### src/rtl/risc_pkg.sv
// Shared definitions for the 8-bit RISC CPU: opcodes, sequencer states, field widths.
// Types and constants only; there is no logic, latency or flow control here.
package risc_pkg;

  localparam int INSTR_W    = 8;
  localparam int OPCODE_W   = 3;
  localparam int OPCODE_LSB = INSTR_W - OPCODE_W;
  localparam int DEF_ADDR_W = 5;

  localparam logic [OPCODE_W-1:0] OP_HLT = 3'b000;
  localparam logic [OPCODE_W-1:0] OP_SKZ = 3'b001;
  localparam logic [OPCODE_W-1:0] OP_ADD = 3'b010;
  localparam logic [OPCODE_W-1:0] OP_AND = 3'b011;
  localparam logic [OPCODE_W-1:0] OP_XOR = 3'b100;
  localparam logic [OPCODE_W-1:0] OP_LDA = 3'b101;
  localparam logic [OPCODE_W-1:0] OP_STO = 3'b110;
  localparam logic [OPCODE_W-1:0] OP_JMP = 3'b111;

  typedef enum logic [1:0] {
    ST_FETCH  = 2'd0,
    ST_DECODE = 2'd1,
    ST_EXEC   = 2'd2,
    ST_HALT   = 2'd3
  } state_t;

endpackage

### src/rtl/fetch_pc_next.sv
// Next-PC mux: branch target, else PC+1 (fetch increment or taken skip), else hold; wraps mod 2^ADDR_W.
// Purely combinational, no state and no backpressure.
module fetch_pc_next #(
  parameter int ADDR_W = 5
) (
  input  logic [ADDR_W-1:0] i_pc,
  input  logic [ADDR_W-1:0] i_operand,
  input  logic              i_incr,
  input  logic              i_branch,
  input  logic              i_skip,
  input  logic              i_acc_zero,
  output logic [ADDR_W-1:0] o_pc_next
);

  logic w_take_skip;
  logic [ADDR_W-1:0] w_pc_inc;

  assign w_take_skip = i_skip & i_acc_zero;
  assign w_pc_inc    = i_pc + ADDR_W'(1);

  // Branch has priority over skip when the controller raises both.
  always_comb begin
    o_pc_next = i_pc;
    if (i_branch) begin
      o_pc_next = i_operand;
    end else if (i_incr || w_take_skip) begin
      o_pc_next = w_pc_inc;
    end
  end

endmodule

### src/rtl/fetch_sequencer.sv
// Multicycle fetch/decode/exec sequencer owning PC and IR; 3-cycle minimum instruction period.
// mem_req held until mem_ack; EXEC waits on exec_done; HALT parks until resume.
module fetch_sequencer
  import risc_pkg::*;
#(
  parameter int          ADDR_W   = DEF_ADDR_W,
  parameter int unsigned RESET_PC = 0
) (
  input  logic                clk,
  input  logic                rst_n,
  output logic                mem_req,
  output logic [ADDR_W-1:0]   mem_addr,
  input  logic [INSTR_W-1:0]  mem_rdata,
  input  logic                mem_ack,
  output logic [OPCODE_W-1:0] opcode,
  output logic [ADDR_W-1:0]   operand,
  output logic                instr_valid,
  input  logic                exec_done,
  input  logic                acc_zero,
  input  logic                skip,
  input  logic                branch,
  input  logic                resume,
  output logic                halted,
  output logic [ADDR_W-1:0]   pc
);

  localparam logic [ADDR_W-1:0] RST_PC = ADDR_W'(RESET_PC);

  state_t             r_state;
  logic [ADDR_W-1:0]  r_pc;
  logic [INSTR_W-1:0] r_ir;
  logic               r_mem_req;
  logic               r_instr_valid;
  logic               r_halted;
  logic [ADDR_W-1:0]  w_pc_next;
  logic               w_in_exec;

  assign w_in_exec = (r_state == ST_EXEC);

  fetch_pc_next #(.ADDR_W(ADDR_W)) u_pc_next (
    .i_pc       (r_pc),
    .i_operand  (r_ir[ADDR_W-1:0]),
    .i_incr     (r_state == ST_FETCH),
    .i_branch   (w_in_exec & branch),
    .i_skip     (w_in_exec & skip),
    .i_acc_zero (acc_zero),
    .o_pc_next  (w_pc_next)
  );

  // mem_req is a register so reset can drop it while the state already reads FETCH.
  always_ff @(posedge clk or negedge rst_n) begin
    if (!rst_n) begin
      r_state       <= ST_FETCH;
      r_pc          <= RST_PC;
      r_ir          <= '0;
      r_mem_req     <= 1'b0;
      r_instr_valid <= 1'b0;
      r_halted      <= 1'b0;
    end else begin
      r_instr_valid <= 1'b0;
      case (r_state)
        ST_FETCH: begin
          if (r_mem_req && mem_ack) begin
            r_ir          <= mem_rdata;
            r_pc          <= w_pc_next;
            r_mem_req     <= 1'b0;
            r_instr_valid <= 1'b1;
            r_state       <= ST_DECODE;
          end else begin
            r_mem_req <= 1'b1;
          end
        end
        ST_DECODE: begin
          if (r_ir[INSTR_W-1:OPCODE_LSB] == OP_HLT) begin
            r_halted <= 1'b1;
            r_state  <= ST_HALT;
          end else begin
            r_state <= ST_EXEC;
          end
        end
        ST_EXEC: begin
          if (exec_done) begin
            r_pc      <= w_pc_next;
            r_mem_req <= 1'b1;
            r_state   <= ST_FETCH;
          end
        end
        ST_HALT: begin
          if (resume) begin
            r_halted  <= 1'b0;
            r_mem_req <= 1'b1;
            r_state   <= ST_FETCH;
          end
        end
        default: r_state <= ST_FETCH;
      endcase
    end
  end

  assign mem_req     = r_mem_req;
  assign mem_addr    = r_pc;
  assign pc          = r_pc;
  assign opcode      = r_ir[INSTR_W-1:OPCODE_LSB];
  assign operand     = r_ir[ADDR_W-1:0];
  assign instr_valid = r_instr_valid;
  assign halted      = r_halted;

endmodule

### config.mk
export PLATFORM = sky130hd
export DESIGN_NAME = fetch_sequencer
export DESIGN_NICKNAME = d
export VERILOG_FILES = /design/src/rtl/risc_pkg.sv /design/src/rtl/fetch_pc_next.sv /design/src/rtl/fetch_sequencer.sv
export SDC_FILE = /design/constraint.sdc
export NUM_CORES = 1
export LEC_CHECK = 0
export BUFFER_PORTS_ARGS = -buffer_cell sky130_fd_sc_hd__buf_4
export CAP_MARGIN = 40
export CORE_UTILIZATION = 48
export CTS_BUF_LIST = sky130_fd_sc_hd__clkbuf_4
export DETAILED_ROUTE_END_ITERATION = 12
export PLACE_DENSITY = 0.87
export SLEW_MARGIN = 20
export SYNTH_ARGS = -nofsm -noshare
export SYNTH_HDL_FRONTEND = slang
export SYNTH_SLANG_ARGS = --single-unit
### constraint.sdc
create_clock -name clk -period 1.6 [get_ports clk]
set_input_delay 0.16 -clock clk [delete_from_list [all_inputs] [get_ports clk]]
set_output_delay 0.16 -clock clk [all_outputs]
set_load 0.005 [all_outputs]
After elaboration in Yosys (flattened, before gate mapping) --
Index checks and enable logic that the tools add are counted.
Operators by class: add/subtract/negate cells 1, eq/ne operators 7, multiplexer cells 19, bitwise gates (word level) 3, reduce and logical (&&, ||, !) cells 12
Operator list (number):
- 2-to-1 mux 5 bit | 4
- AND reduction 3 bit | 4
- one-hot mux 5 bit (2 select lines) | 1
- 2-to-1 mux 1 bit | 8
- inequality test 2 bit (second input constant) | 4
- one-hot mux 2 bit (4 select lines) | 1
- 2-to-1 mux 2 bit | 3
- adder 5 x 1 -> 5 bit (second input constant) | 1
- == test 2 bit (second input constant) | 2
- nonzero test 2 bit | 2
- bitwise AND 1 bit | 3
- logical NOT 3 bit | 1
- one-hot mux 1 bit (3 select lines) | 1
- nonzero test 3 bit | 1
- == test 2 x 1 -> 1 bit (second input constant) | 1
- logical NOT 2 bit | 1
- one-hot mux 1 bit (2 select lines) | 1
- AND reduction 2 bit | 1
- logical AND 1 bit | 1
- logical OR 1 bit | 1
Word-level totals: flip-flop bits (word level) 18, input bits 16, output and inout port bits 21, word-level logic and storage cells 48

Longest topological paths before layout --
Gate-level depths: netlist of the first run.
depth after elaboration 8, gate-level depth with buffers 6, depth with buffers taken out 5

By module --
Synthesis of the first run repeated with hierarchy kept, for this count alone.
Unflattened totals: cells, all modules 79, area, all modules 947.2 um^2
By module, submodules not included:
- fetch_sequencer | instances 1, cells an instance 54, area an instance 782.0 um^2, sequential area each 450.4 um^2
- fetch_pc_next | instances 1, cells an instance 25, area an instance 165.2 um^2, sequential area each 0.0 um^2

Worst setup path after synthesis of the first run --
No wires, ideal clock.
path type register to register, from register r_state[1], to register r_pc[0], in the netlist mem_addr[0], setup time 0.128 ns, data arrival time 1.268 ns, data required time 1.472 ns, slack 0.204 ns, cell stages (with the launch flop) 6, path buffers 1, cells stage by stage dfrtp_1 -> buf_6 -> nand3b_4 -> a221oi_4 -> a21boi_1 -> mux2i_1
On the way: word-level cells in the longest chain between the ends 8, elaborated cells on any way between the ends 15
RTL lines:
- start, declared | line fetch_sequencer.sv:29 | state_t r_state;
- start signal, assigned | line fetch_sequencer.sv:53 | r_state <= ST_FETCH;
- start signal, assigned | line fetch_sequencer.sv:68 | r_state <= ST_DECODE;
- start signal, assigned | line fetch_sequencer.sv:76 | r_state <= ST_HALT;
- == test 2 bit | line fetch_sequencer.sv:38, fetch_sequencer.sv:61
- bitwise AND 1 bit | line fetch_sequencer.sv:45 | .i_skip (w_in_exec & skip),
- bitwise AND 1 bit | line fetch_pc_next.sv:18 | assign w_take_skip = i_skip & i_acc_zero;
- logical OR 1 bit | line fetch_pc_next.sv:26 | end else if (i_incr || w_take_skip) begin
- 2-to-1 mux 5 bit | line fetch_pc_next.sv:26
- 2-to-1 mux 5 bit | line fetch_pc_next.sv:24 | if (i_branch) begin
- 2-to-1 mux 5 bit (on tied branches) | line fetch_sequencer.sv:82, fetch_sequencer.sv:63
- one-hot mux 5 bit (2 select lines) | line fetch_sequencer.sv:61 | case (r_state)
- end signal, assigned | line fetch_sequencer.sv:65 | r_pc <= w_pc_next;
- end signal, assigned | line fetch_sequencer.sv:83 | r_pc <= w_pc_next;
- end, declared | line fetch_sequencer.sv:30 | logic [ADDR_W-1:0] r_pc;
Parallel ways exist; a longest one is shown, timed or not. The select of a mux whose other input is x is not followed. A chain may end at the register's enable or synchronous reset.

Worst setup path in the final report of the first run --
from register r_state[1], to register r_pc[1], in the netlist mem_addr[1]
The elaborated chain is that of the path after synthesis.

==> results of run 1 <==
==> path summary, 6_finish.rpt <==
kind | to | slack [ns] | startpoint | cells past startpoint
min reg2reg | halted | 0.52 | halted | 1
min | r_ir[0] | 0.11 | mem_rdata[0] | 2
max | mem_addr[1] | 0.11 | r_state[1] | 5
max in group asynchronous | r_state[1] | 1.11 | rst_n | 2
max reg2reg | mem_addr[1] | 0.11 | r_state[1] | 5
min in group asynchronous | mem_addr[1] | 0.28 | rst_n | 2
==> flip-flops by register name (all words and copies together), names as in the netlist <==
name / flops
r_state: 2
instr_valid: 1
halted: 1
r_ir: 8
mem_addr: 5
mem_req: 1
==> synthesized netlist by cell type, drive strengths merged <==
master and n:
nor2b 3, and3 1, mux2 8, o21ai 4, dfrtp 18, nor2 1
a22o 1, nand2 8, a221oi 1, nor4 1, nand3b 2, nor3 1
mux2i 1, a21oi 7, ha 1, nand2b 2, o21a 1, nand3 5
o22ai 1, a31oi 1, buf 8, a21boi 1, inv 2
==> worst max-delay path: cells and delay by family, from the launching register on <==
| family | cells | cell delay, ns |
|---|---|---|
| AOI/OAI and AO/OA | 2 | 0.53 |
| DFF | 1 | 0.47 |
| and+or+nand+nor | 2 | 0.22 |
| buffers and inverters | 1 | 0.20 |
==> stage by stage <==
| step | hold WS (ns) | cells | util (%) | power, uW |
|---|---|---|---|---|
| after global placement | 0.0367 | 134 | 66.4 | 1990 |
| after global routing | 0.0896 | 139 | 68.6 | 2430 |
| after CTS | 0.0976 | 139 | 68.6 | 2260 |
| after detailed placement | 0.0412 | 134 | 66.4 | 2040 |
| after floorplan | -0.136 | 79 | - | 1570 |
| final | 0.106 | 139 | 68.6 | 2240 |
==> cell families after synthesis <==
logic type      Yosys count  synth area share [%]
simple gates             24                  16.0
fa+ha+maj                 1                  1.41
compound gates           17                  13.2
flops                    18                  50.6
buf+inv                  10                  7.46
mux                       9                  11.3
==> final cells by class <==
cell class	count	area [sq um]	share of cell area, %
flip-flops and latches	18	452	38.1
clock inverters	1	3.75	0.317
clock buffers	3	22.5	1.90
multi-input cells	51	373	31.5
repair buffers	39	295	24.9
well taps	25	31.3	2.64
inverters	2	7.51	0.634
==> cell usage in the layout (no fill, tap or decap), types with 2 or more instances in the layout <==
cell / netlist / routed
a21oi_1: 7 / 7
buf_4: 5 / 38
clkbuf_4: 0 / 3
dfrtp_1: 18 / 17
inv_1: 2 / 2
mux2_2: 8 / 8
nand2_1: 8 / 8
nand2b_1: 2 / 2
nand3_1: 5 / 5
nor2b_1: 2 / 2
o21ai_0: 3 / 3
==> what timing repair did <==
| action | CTS | global route |
|---|---|---|
| buffers inserted | 0 | 0 |
| gates resized for setup | 0 | 1 |
| hold buffers | 1 | 0 |
| hold endpoints to repair | 18 | 0 |
| setup endpoints to repair | 0 | 1 |
==> metal layers <==
metal  track usage, %  part of all wire, %  vias to the layer above
met5                0                    0                        -
met4             7.27                 0.99                        0
met3             2.40                  3.2                        2
met2             28.7                   49                       16
met1             25.6                   47                      335
li1                 -                    -                      344
==> where the power goes <==
part / leakage, uW / internal [uW] / total (uW) / switching, uW
clock network: 0.0000154 / 90.3 / 216 / 126
registers: 0.000210 / 681 / 937 / 256
logic: 0.000356 / 678 / 1090 / 413
total: 0.000581 / 1450 / 2240 / 795
==> reports/metrics.yaml, run 1 <==
dieWidth_um: 45.1
syn_inst: 79
synthTopCellsByArea: "dfrtp_1, mux2_2, buf_4, a21oi_1, nand2_1"
setup_ws_ns: 0.106
maxSlewHeadroom_pct: 71.8
finalCritPeriodShare_pct: 93.4
insertion_delay_ns: 0.28
first_pass_iters: 4
avgSynthCellArea_sq_um: 11.3
synth.yosys.seq_area_share_pct: 50.6
crit_required_ns: 1.80
ctsHtreeMaxLevel: 1
crit_path_start_kind: "register"
vias: 697
grt_pass1_vias: 606
grt_overflow: 0
status: "finished clean"
area_delta_synth_final_pct: 33.2
dp_slack_ns: 0.106
rows: 15
critPathMaxStageDelay_ns: 0.47
port-buffer-count: 36
critPathKind: "reg -> reg"
grt.total_usage_pct: 18.3
path_cells: "nand3b_4 > a221oi_4 > buf_4 > nor2_1 > a31oi_1"
cp_max_fo: 9
peakVddDrop_uv: 877
numCtsBuffers: 3
setup_viol: 0
die_height_um: 45.1
die_area_sq_um: 2030
grt_max_degree: 19
arrival_ns: 1.69
drtIter0Drc: 16
finClkSkew_ns: 0.00155
hpwl_um: 1310
ant_nets: 0
fillers: 140
synth_nets: 96
drv_slew: 0
tns_ns: 0
fin_area_sq_um: 1180
dpl_cell_area_sq_um: 1150
cts_root_buf: "clkbuf_4"
cts_sinks: 18
final_hold_viol_count: 0
end_kind: "register"
cts_tree: "built"
layout-drive-gt1-share_pct: 46.5
min_path_type: "in -> reg"
crit_slowest_cell: "dfrtp_2"
wl_per_cell_um: 12.3
start_util_pct: 51.5
drc: 0
powerDensity_nw_per_um2: 1890
fmaxAchievable_mhz: 669
gp_congestion: 0.740
yosys.area.top_type: "dfrtp_1"
ys_types: 28
power_leakage_uw: 0.000581
via_per_inst: 5.01
fin_nets: 132
period_needed_ns: 1.49
synthesis.area_sq_um: 890
rsz0062_at_grt: "false"
cts_buffer_depth: 2
wl_um: 1710
io_pins: 37
grt_first_pass_wirelength_um: 2650
core_region_area_sq_um: 1730
synth_top_cell_area_share_pct: 50.6
ys_warn_count: 0
antenna_found_initial: 0
path_clk_slew_ns: 0.10
antenna_cells: 0
synth.ff_latch_count: 18
worst_pin_slew_ns: 0.421
cap_violations: 0
No activity file was read; power rests on OpenSTA's default activity.
==> run 2, diff against run 1 <==
CORE_ASPECT_RATIO = 0.9   (was unset)
==> run 2 against run 1 <==
Compared with the run above:
- core utilization rose by 0.82 points
- critical path type unchanged
- highest routed layer unchanged
- routed wire length increased by 14%
- fmax rose by 3.2%
- critical endpoint is now mem_addr[0]
==> reports/metrics.yaml, run 2 (synthesis gave the netlist of run 1 again) <==
status: "finished clean"
layout-drive-gt1-share_pct: 46.9
setup_ws_ns: 0.152
dpl_cell_area_sq_um: 1150
r2r_start: "r_state[1]"
switching_share_pct: 36.6
path_buf_inv: 0
critPathKind: "reg -> reg"
grt.total_usage_pct: 21.7
end_kind: "register"
arrival_ns: 1.61
drtIter0Drc: 18
crit_required_ns: 1.76
setup_viol: 0
cts_buffer_depth: 2
timing.critical_path.to: "mem_addr[0]"
finClkSkew_ns: 0.00294
area_delta_synth_final_pct: 32.6
p_int_uw: 1450
rrSetupSlack_ns: 0.15
hold_ws_ns: 0.105
grt_max_degree: 19
maxSlewHeadroom_pct: 73.5
final_hold_viol_count: 0
clockPowerShare_pct: 9.5
min_path_type: "in -> reg"
rsz0062_at_grt: "false"
ctsHtreeMaxLevel: 1
drc: 0
antenna_cells: 0
path_clk_slew_ns: 0.10
powerDensity_nw_per_um2: 1940
crit_path_start_kind: "register"
regToRegEndpoint: "mem_addr[0]"
fin_nets: 132
dieWidth_um: 47.4
start_util_pct: 52.4
insertion_delay_ns: 0.28
period_needed_ns: 1.45
die_height_um: 42.8
layout_commonest_cell: "buf_4"
critical-path-top-delay-family: "compound AO/OA/AOI/OAI gates"
top_register: "r_ir"
crit_slowest_cell: "dfrtp_2"
numCtsBuffers: 3
fmaxAchievable_mhz: 691
power_leakage_uw: 0.000580
worst_pin_slew_ns: 0.396
peakVddDrop_uv: 1100
largest_reg_flops: 8
critical_path_depth: 4
core_region_area_sq_um: 1700
p_seq_share_pct: 41.7
tns_ns: 0
antenna_found_initial: 0
path_cells: "nand3b_4 > a221oi_4 > a21boi_1 > mux2i_1"
die_area_sq_um: 2030
port-buffer-count: 36
post_cts_buffers: 0
hpwl_um: 1480
wl_per_cell_um: 14.2
grt_pass1_vias: 711
drv_slew: 0
cap_violations: 0
rows: 14
cts_sinks: 18
grt_overflow: 0
startpoint: "r_state[1]"
first_pass_iters: 4
cts_tree: "built"
cp_max_fo: 9
critPathMaxStageDelay_ns: 0.48
io_pins: 37
fin_area_sq_um: 1180
wl_um: 1950
final_cell_mix: "buf_4, dfrtp_1, nand2_1, mux2_2, a21oi_1"
grt_first_pass_wirelength_um: 3070
gp_congestion: 0.738
vias: 761
p_switching_uw: 836
r2r_cells: 4
via_per_inst: 5.55
finalCritPeriodShare_pct: 90.5
cts_root_buf: "clkbuf_4"
dp_slack_ns: 0.160
combinationalPowerShare_pct: 48.9
ant_nets: 0
-- run 2: changes by cell type in the layout (fill, tap and decap cells not counted) --
cell	change
clkinv_1	-1
-- run 2: power groups by stage --
stage / Clock (uW) / Combinational [uW] / Sequential [uW]
6_report: 216 / 1120 / 952
4_1_cts: 222 / 1130 / 945
2_1_floorplan: 0 / 673 / 894
3_3_place_gp: 0 / 1060 / 930
3_5_place_dp: 0 / 1110 / 947
5_1_grt: 235 / 1220 / 985
-- run 2: cell type report --
cell class	count	area, sq um
Fill cell	145	519
Sequential cell	18	452
Multi-Input combinational cell	51	373
Timing Repair Buffer	39	295
Tap cell	24	30.0
Clock buffer	3	22.5
Inverter	2	7.51
-- run 2: worst min path at each step --
| stage | from | end | slack (ns) | cells past startpoint |
|---|---|---|---|---|
| after floorplan | rst_n | halted | -0.14 | 0 |
| after global placement | rst_n | r_ir[7] | 0.04 | 1 |
| after detailed placement | rst_n | r_ir[6] | 0.04 | 1 |
| after CTS | mem_rdata[2] | r_ir[2] | 0.1 | 2 |
| after global routing | mem_rdata[2] | r_ir[2] | 0.09 | 2 |
| final | mem_rdata[2] | r_ir[2] | 0.11 | 2 |
-- run 2: per-layer routing --
layer,global-route usage (%),vias up,share of wire (%),routed length [um]
li1,-,347,-,-
met5,0,-,0,0
met2,35.6,34,53,1030
met3,5.11,4,5.9,115
met4,9.71,0,1.2,23
met1,26.0,376,40,781
-- run 2: metrics by stage --
step | total power [uW] | util (%) | instances
after floorplan | 1570 | - | 79
after global placement | 1990 | 67.5 | 133
after detailed placement | 2060 | 67.5 | 133
after CTS | 2290 | 69.4 | 137
after global routing | 2440 | 69.4 | 137
final | 2280 | 69.4 | 137
-- run 2: timing repair --
item / in CTS / in global routing
resized for setup: 0 / 1
endpoints found under the setup margin: 0 / 1
endpoints found under the hold margin: 18 / 0
hold buffers: 1 / 0
